### src/rtl/spi_pkg.sv
// Shared types and register-map constants for the memory-mapped SPI master.
package spi_pkg;

   typedef enum logic [1:0] {
      IDLE  = 2'd0,
      SETUP = 2'd1,
      SHIFT = 2'd2,
      HOLD  = 2'd3
   } spi_state_e;

   localparam logic [3:0] OFF_TX   = 4'h0;
   localparam logic [3:0] OFF_RX   = 4'h4;
   localparam logic [3:0] OFF_STAT = 4'h8;
   localparam logic [3:0] OFF_CTRL = 4'hC;

   localparam int STAT_BUSY = 0;
   localparam int STAT_DONE = 1;
   localparam int STAT_OVR  = 2;

   // Byte address within the window, low two bits dropped (word-aligned map).
   function automatic logic [3:0] reg_offset(input logic [31:0] a);
      return {a[3:2], 2'b00};
   endfunction

endpackage

### src/rtl/spi_shift_engine.sv
// SPI mode-0 frame engine: setup, 16 sclk half-periods, hold, with registered pins.
module spi_shift_engine
   import spi_pkg::*;
(
   input  logic       clk,
   input  logic       rst,
   input  logic       start_i,
   input  logic [7:0] tx_byte_i,
   input  logic [7:0] div_i,
   input  logic       miso_i,
   output logic       busy_o,
   output logic       done_pulse_o,
   output logic [7:0] rx_byte_o,
   output logic       sclk_o,
   output logic       ss_o,
   output logic       mosi_o
);

   spi_state_e state_q, state_d;
   logic [7:0] cnt_q, cnt_d;
   logic [3:0] edge_q, edge_d;
   logic [7:0] shift_q, shift_d;
   logic       samp_q, samp_d;
   logic       sclk_q, sclk_d;
   logic       ss_q, ss_d;
   logic       mosi_q, mosi_d;
   logic       done_pulse_s;

   always_ff @(posedge clk) begin
      if (rst) begin
         state_q <= IDLE;
         cnt_q   <= 8'd0;
         edge_q  <= 4'd0;
         shift_q <= 8'd0;
         samp_q  <= 1'b0;
         sclk_q  <= 1'b0;
         ss_q    <= 1'b1;
         mosi_q  <= 1'b0;
      end else begin
         state_q <= state_d;
         cnt_q   <= cnt_d;
         edge_q  <= edge_d;
         shift_q <= shift_d;
         samp_q  <= samp_d;
         sclk_q  <= sclk_d;
         ss_q    <= ss_d;
         mosi_q  <= mosi_d;
      end
   end

   // Even edge index = sclk high: entering it samples miso; entering an odd one shifts.
   always_comb begin
      state_d      = state_q;
      cnt_d        = cnt_q;
      edge_d       = edge_q;
      shift_d      = shift_q;
      samp_d       = samp_q;
      done_pulse_s = 1'b0;
      case (state_q)
         IDLE: begin
            if (start_i) begin
               state_d = SETUP;
               cnt_d   = div_i;
               shift_d = tx_byte_i;
            end else begin
               state_d = IDLE;
            end
         end
         SETUP: begin
            if (cnt_q == 8'd0) begin
               state_d = SHIFT;
               cnt_d   = div_i;
               edge_d  = 4'd0;
               samp_d  = miso_i;
            end else begin
               cnt_d = cnt_q - 8'd1;
            end
         end
         SHIFT: begin
            if (cnt_q == 8'd0) begin
               cnt_d = div_i;
               if (edge_q == 4'd15) begin
                  state_d = HOLD;
               end else begin
                  edge_d = edge_q + 4'd1;
                  if (!edge_q[0]) begin
                     shift_d = {shift_q[6:0], samp_q};
                  end else begin
                     samp_d = miso_i;
                  end
               end
            end else begin
               cnt_d = cnt_q - 8'd1;
            end
         end
         HOLD: begin
            if (cnt_q == 8'd0) begin
               state_d      = IDLE;
               done_pulse_s = 1'b1;
            end else begin
               cnt_d = cnt_q - 8'd1;
            end
         end
         default: begin
            state_d = IDLE;
         end
      endcase
      sclk_d = (state_d == SHIFT) && !edge_d[0];
      ss_d   = (state_d == IDLE);
      mosi_d = (state_d == IDLE) ? 1'b0 : shift_d[7];
   end

   assign busy_o       = (state_q != IDLE);
   assign done_pulse_o = done_pulse_s;
   assign rx_byte_o    = shift_q;
   assign sclk_o       = sclk_q;
   assign ss_o         = ss_q;
   assign mosi_o       = mosi_q;

endmodule

### src/rtl/spi_mmio_master.sv
// Memory-stage SPI master: address decode, register file and same-cycle load mux.
module spi_mmio_master
   import spi_pkg::*;
#(
   parameter logic [31:0] BASE_ADDR  = 32'h4000_0000,
   parameter logic [7:0]  CLKDIV_RST = 8'd1
) (
   input  logic        clk,
   input  logic        rst,
   input  logic [31:0] addr,
   input  logic [31:0] wdata,
   input  logic        we,
   input  logic        re,
   output logic        sel,
   output logic [31:0] rdata,
   output logic        sclk,
   output logic        ss,
   output logic        mosi,
   input  logic        miso,
   output logic        spi_interrupt
);

   logic [3:0] off_s;
   logic       busy_s, done_pulse_s, start_s;
   logic       tx_wr_s, rx_rd_s, stat_wr_s, ctrl_wr_s;
   logic [7:0] shift_rx_s;
   logic       unused_bits_s;

   logic [7:0] rx_byte_q, rx_byte_d;
   logic       done_q, done_d;
   logic       overrun_q, overrun_d;
   logic       irq_en_q, irq_en_d;
   logic [7:0] clkdiv_q, clkdiv_d;
   logic       irq_q, irq_d;

   assign off_s         = reg_offset(addr);
   assign sel           = (addr[31:4] == BASE_ADDR[31:4]);
   assign tx_wr_s       = sel && we && (off_s == OFF_TX);
   assign stat_wr_s     = sel && we && (off_s == OFF_STAT);
   assign ctrl_wr_s     = sel && we && (off_s == OFF_CTRL);
   assign rx_rd_s       = sel && re && (off_s == OFF_RX);
   assign start_s       = tx_wr_s && !busy_s;
   assign unused_bits_s = ^{wdata[31:9], addr[1:0]};

   spi_shift_engine u_engine (
      .clk          (clk),
      .rst          (rst),
      .start_i      (start_s),
      .tx_byte_i    (wdata[7:0]),
      .div_i        (clkdiv_q),
      .miso_i       (miso),
      .busy_o       (busy_s),
      .done_pulse_o (done_pulse_s),
      .rx_byte_o    (shift_rx_s),
      .sclk_o       (sclk),
      .ss_o         (ss),
      .mosi_o       (mosi)
   );

   // Completion wins over a same-cycle clear; busy covers the HOLD-exit cycle.
   always_comb begin
      rx_byte_d = rx_byte_q;
      done_d    = done_q;
      overrun_d = overrun_q;
      irq_en_d  = irq_en_q;
      clkdiv_d  = clkdiv_q;
      if (done_pulse_s) begin
         rx_byte_d = shift_rx_s;
         done_d    = 1'b1;
      end else if (rx_rd_s || (stat_wr_s && wdata[STAT_DONE])) begin
         done_d = 1'b0;
      end else begin
         done_d = done_q;
      end
      if (tx_wr_s && busy_s) begin
         overrun_d = 1'b1;
      end else if (stat_wr_s && wdata[STAT_OVR]) begin
         overrun_d = 1'b0;
      end else begin
         overrun_d = overrun_q;
      end
      if (ctrl_wr_s) begin
         irq_en_d = wdata[8];
         if (!busy_s) begin
            clkdiv_d = wdata[7:0];
         end else begin
            clkdiv_d = clkdiv_q;
         end
      end else begin
         irq_en_d = irq_en_q;
      end
      irq_d = done_d && irq_en_d;
   end

   always_ff @(posedge clk) begin
      if (rst) begin
         rx_byte_q <= 8'd0;
         done_q    <= 1'b0;
         overrun_q <= 1'b0;
         irq_en_q  <= 1'b0;
         clkdiv_q  <= CLKDIV_RST;
         irq_q     <= 1'b0;
      end else begin
         rx_byte_q <= rx_byte_d;
         done_q    <= done_d;
         overrun_q <= overrun_d;
         irq_en_q  <= irq_en_d;
         clkdiv_q  <= clkdiv_d;
         irq_q     <= irq_d;
      end
   end

   always_comb begin
      rdata = 32'd0;
      if (sel) begin
         case (off_s)
            OFF_TX:   rdata = 32'd0;
            OFF_RX:   rdata = {24'd0, rx_byte_q};
            OFF_STAT: rdata = {29'd0, overrun_q, done_q, busy_s};
            OFF_CTRL: rdata = {23'd0, irq_en_q, clkdiv_q};
            default:  rdata = 32'd0;
         endcase
      end else begin
         rdata = 32'd0;
      end
   end

   assign spi_interrupt = irq_q;

endmodule

### config.mk
export PLATFORM = sky130hd
export DESIGN_NAME = spi_mmio_master
export DESIGN_NICKNAME = d
export VERILOG_FILES = /design/src/rtl/spi_pkg.sv /design/src/rtl/spi_shift_engine.sv /design/src/rtl/spi_mmio_master.sv
export SDC_FILE = /design/constraint.sdc
export NUM_CORES = 1
export LEC_CHECK = 0
export BUFFER_PORTS_ARGS = -buffer_cell sky130_fd_sc_hd__clkbuf_2
export CORE_MARGIN = 10
export CORE_UTILIZATION = 45
export DETAILED_ROUTE_END_ITERATION = 10
export HOLD_SLACK_MARGIN = 0.05
export PLACE_DENSITY = 0.77
export SLEW_MARGIN = 5
export SYNTH_ARGS = -nofsm -noshare
export SYNTH_HDL_FRONTEND = slang
export SYNTH_HIERARCHICAL = 1
export SYNTH_SLANG_ARGS = --single-unit
### constraint.sdc
create_clock -name clk -period 2.8 [get_ports clk]
set_clock_uncertainty 0.2 [all_clocks]
set_input_delay 0.42 -clock clk [delete_from_list [all_inputs] [get_ports clk]]
set_output_delay 0.42 -clock clk [all_outputs]
set_load 0.03 [all_outputs]
### Word level (Yosys, flattened, before mapping)

Cells that the tools add are included.

* mux-type cells: 33
* reductions and logical operators: 30
* eq/ne operators: 16
* bitwise operators: 1
* add/subtract/negate cells: 2

Operators by type and width (number)
* two-way mux 8 bit: 7
* two-way mux 32 bit: 1
* == test 28 x 27 -> 1 bit, second input constant: 1
* one-hot mux 9 bit (3 select lines): 1
* one-hot mux 8 bit (3 select lines): 1
* one-hot mux 8 bit (2 select lines): 1
* logical AND 1 bit: 12
* two-way mux 1 bit: 12
* two-way mux 4 bit: 3
* == test 2 bit, second input constant: 5
* AND reduction 5 bit: 2
* zero test 8 bit: 1
* two-way mux 2 bit: 4
* inequality test 2 bit, second input constant: 4
* one-hot mux 2 bit (4 select lines): 1
* one-hot mux 4 bit (2 select lines): 1
* nonzero test 2 bit: 4
* subtractor 8 x 1 -> 8 bit, second input constant: 1
* inequality test 2 x 1 -> 1 bit, second input constant: 3
* adder 4 x 1 -> 4 bit, second input constant: 1
* == test 2 x 1 -> 1 bit, second input constant: 2
* == test 4 bit, second input constant: 1
* zero test 2 bit: 2
* zero test 4 bit: 1
* other kinds (7): 10

* flip-flop bits (word level): 46
* input port bits: 69
* word-level logic and storage cells: 98

### Logic depth before layout (Yosys ltp)

* word-level depth: 8
* depth in mapped cells: 11
* depth with buffers taken out: 9

### By module

Netlist, hierarchy kept.

Modules (own cells, without submodules)
* spi_shift_engine: sequential area each 520.5 µm², area an instance 1524.0 µm², times used 1, cells each 181
* spi_mmio_master: sequential area each 400.4 µm², area an instance 1298.7 µm², times used 1, cells each 146

### Worst setup path after synthesis

Ideal clock, no wire load.

* path type: input to register
* from: input addr[6]
* to: register u_engine.cnt_q[3]
* path slack: -149 ps
* arrival time: 2619 ps
* stages: 11
* setup time: 130 ps
* data required time: 2470 ps
* buffers on the path: 2
* path through: nor4_2 nand4_2 or2_1 clkbuf_1 nor4_1 nor2b_1 a31oi_1 clkbuf_1 o21ai_0 nand3b_1 o41ai_1

* cells in the longest elaborated chain, start to end: 6

Ends and longest elaborated chain
* from (decl): RTL line spi_mmio_master.sv:10 `input logic [31:0] addr,`
* == test 28 x 27 -> 1 bit: RTL line spi_mmio_master.sv:37 `assign sel = (addr[31:4] == BASE_ADDR[31:4]);`
* logical AND 1 bit (2 in series): RTL line spi_mmio_master.sv:38 `assign tx_wr_s = sel && we && (off_s == OFF_TX);`
* logical AND 1 bit: RTL line spi_mmio_master.sv:42 `assign start_s = tx_wr_s && !busy_s;`
* via start_s: RTL line spi_mmio_master.sv:24 `logic busy_s, done_pulse_s, start_s;`
* inequality test 2 bit (no source line)
* AND reduction 2 bit (no source line)
* to (signal assigned): RTL line spi_shift_engine.sv:41 `cnt_q <= cnt_d;`
* to (decl): RTL line spi_shift_engine.sv:20 `logic [7:0] cnt_q, cnt_d;`

The timed path passes the listed nets, and every way through them passes these cells.
A chain may end at the register's enable or synchronous reset.

### Worst setup path in the final report

* from: input addr[5]
* to: output rdata[8]

* cells in the longest elaborated chain, start to end: 2

Ends and longest elaborated chain
* == test 28 x 27 -> 1 bit: RTL line spi_mmio_master.sv:37
* two-way mux 32 bit: RTL line spi_mmio_master.sv:115 `if (sel) begin`
* to (decl): RTL line spi_mmio_master.sv:15 `output logic [31:0] rdata,`

No other way between the ends.

==> impl_metrics.yaml <==
routing:
  drt_wl_total_mm: 7.60
  drtIter0Drc: 169
  wl_per_cell_um: 16.3
  route.vias.total: 2596
  ant_nets: 0
  dr.pass1.iters: 4
  drc: 0
  viasPerCell: 5.58
synthesis:
  yosysTopAreaCellShare_pct: 32.6
  ys_ff_latch: 46
  syn_avg_cell_area_um2: 8.63
  synth_edf_count: 0
  yosysSeqAreaShare_pct: 32.6
  synth_area_leaders: "dfxtp_1 33%, buf_4 6.4%, mux2i_1 6.0%"
  syn_inst: 327
  syn-cell-area_um2: 2820
  synth_warnings: 6
  synth_top_cell_by_area: "dfxtp_1"
  async_reset_ff_share_pct: 0
  ys_types: 64
  synth_ff_type: "dfxtp_1"
final_layout:
  insertedDiodeCount: 0
  area_delta_synth_final_pct: 14.9
  fin_util_pct: 54.2
  fin_area_um2: 3240
  drive_gt1_share_pct: 27.4
  layout.nets: 465
  fill_cells: 544
sta:
  hold_viol: 0
  setup_violations: 0
  period_share_pct: 92.2
  fin_tns_setup_ps: 0
  rsz0062_at_grt: "no"
  slew_violations: 0
  fmax_mhz: 387
  tightest_slew_ps: 550
  relSlewSlack_pct: 63.1
  period_needed_ps: 2580
flow_run:
  max_cap_violations: 0
placed_design:
  dpl.hpwl_mm: 5.85
  place_congestion: 0.873
  dpl_cell_area_um2: 3150
  portBuffers: 57
critical_path:
  path_class: "input pin to output pin"
  ff2ff_setup_slack_ps: 380
  critPathLaunchType: "input pin"
  path_max_fanout: 7
  arrival_ps: 1960
  cpMaxStageDelayCell: "nor4_2"
  cp_cell_sequence: "clkbuf_2, nor4_2, nand4_2, or2_1, buf_4, inv_2, and4_1, clkbuf_2"
  critical_path_required_ps: 2180
  endpoint_kind: "output pin"
  max_stage_delay_ps: 310
  r2r_start: "u_engine/cnt_q[0]"
  ff2ff_path_depth: 9
  r2r_end: "spi_interrupt"
  crit_top_cell: "clkbuf_2"
status:
  status: "completed"
clock_tree:
  clockBufferDepth: 2
  cts_buffers: 5
  cts_root_buf: "clkbuf_8"
  insertion_delay_ps: 300
  post_cts.repair.setup_buffers: 0
  clkSinkCount: 46
  cts_tree: "done"
  post_cts_resized: 0
  path_clk_slew_ps: 100
  cts_hold_buffers: 0
  htree_levels: 2
global_routing:
  antenna_found_initial: 0
  grtUsageTotal_pct: 14.8
  grt-ovfl-total: 0
  grt_pass1_wl_mm: 12.5
  grt_pass1_vias: 2682
  grt_max_degree: 27
floorplan:
  boundaryPins: 106
  row_count: 28
  die_w_um: 99.2
  core-area_um2: 5990
  die-area_um2: 9840
  floorplan.initialDensity_pct: 47.1
  die_y_um: 99.2
worst_hold_path:
  hold_class: "input pin to flop"
  worstHoldEndpoint: "clkdiv_q[7]"
  hold_depth: 3
  holdCritStartpoint: "wdata[7]"
power_and_ir_drop:
  irDropWorstVdd_mv: 0.312
  power_per_cell_area_nw_per_um2: 370
  p_leak_nw: 1.40
-- worst max-delay path by stage --
stage	from	end	slack, ps	cells after the start
after floorplan	addr[6]	u_engine/cnt_q[3]	20	11
after global placement	addr[14]	u_engine/mosi_o	80	9
after detailed placement	addr[5]	u_engine/mosi_o	30	9
after CTS	addr[5]	rdata[8]	210	8
after global routing	u_engine/cnt_q[2]	spi_interrupt	120	7
final	addr[5]	rdata[8]	220	8
-- per-stage QoR --
stage               total power [mW]  hold slack, ps  worst slack [ps]  std cells
CTS                             1.21             150               213        465
floorplan                      0.760             240              15.6        349
detailed placement             0.781             269              30.9        457
global placement               0.780             265              77.0        457
finish                          1.20             155               218        465
global route                    1.25             165               118        465
-- layout by cell type, fill, tap and decap left out, drive strengths merged, types with 8 or more instances in the layout --
| master | count |
|---|---|
| clkbuf | 62 |
| conb | 23 |
| nand2 | 22 |
| nor3 | 12 |
| a22oi | 9 |
| o21ai | 12 |
| inv | 16 |
| a21oi | 11 |
| dfxtp | 46 |
| nor4 | 11 |
| buf | 13 |
| a221oi | 9 |
| mux2i | 17 |
| nor2 | 43 |
| and3 | 8 |
| mux2 | 8 |
-- routing by layer --
metal | GRT usage [%] | routed length, µm | vias to the layer above
met5 | 0 | 0 | -
li1 | - | - | 1281
met3 | 3.53 | 453 | 10
met2 | 25.4 | 3810 | 84
met4 | 3.64 | 88 | 0
met1 | 18.0 | 3260 | 1221
-- sequential cells by signal, summed over array words and instances, names as in the netlist --
signal	cells
overrun_q	1
u_engine/ss_o	1
u_engine/rx_byte_o	8
done_q	1
u_engine/mosi_o	1
spi_interrupt	1
u_engine/edge_q	4
u_engine/samp_q	1
u_engine/sclk_o	1
clkdiv_q	8
u_engine/state_q	2
rx_byte_q	8
u_engine/cnt_q	8
irq_en_q	1
-- worst max-delay path: cells and delay by family --
kind / cells / cell delay (ps)
buf+inv: 4 / 580
simple gates: 4 / 960
-- cell usage after synthesis (all sizes together) (7+ instances only) --
library cell / n
clkbuf: 9
o21ai: 12
ha: 7
nor3: 12
nand3: 7
nor2: 43
nand2: 22
a21oi: 11
and3: 8
a221oi: 9
buf: 28
a22oi: 9
nor4: 11
mux2: 8
dfxtp: 46
inv: 13
mux2i: 17
-- final cells by class --
class                           count  area, µm²  share of cell area [%]
Inverter                           13       48.8                    1.50
Multi-Input combinational cell    253       1700                    52.5
Tap cell                           75       93.8                    2.89
Timing Repair Buffer               70        383                    11.8
Sequential cell                    46        921                    28.4
Clock buffer                        5       68.8                    2.12
Clock inverter                      3       26.3                   0.810
-- logic make-up (layout without fill, tap and decap cells) --
kind of cell | Yosys count | count (layout) | share of synthesized area (%)
other | 1 | 23 | 0.133
adder cells (fa/ha/maj) | 7 | 7 | 3.10
multiplexers | 25 | 25 | 9.22
buffers and inverters | 50 | 91 | 10.2
AND/OR/NAND/NOR | 129 | 129 | 25.8
flip-flops | 46 | 46 | 32.6
AO/OA/AOI/OAI | 69 | 69 | 18.9
-- power by group --
part            switching, mW  internal [mW]  total [mW]
registers      0.000000000497          0.654       0.654
clock network           0.247          0.186       0.433
logic                  0.0816         0.0330       0.115
No activity file was read; power rests on OpenSTA's default activity.
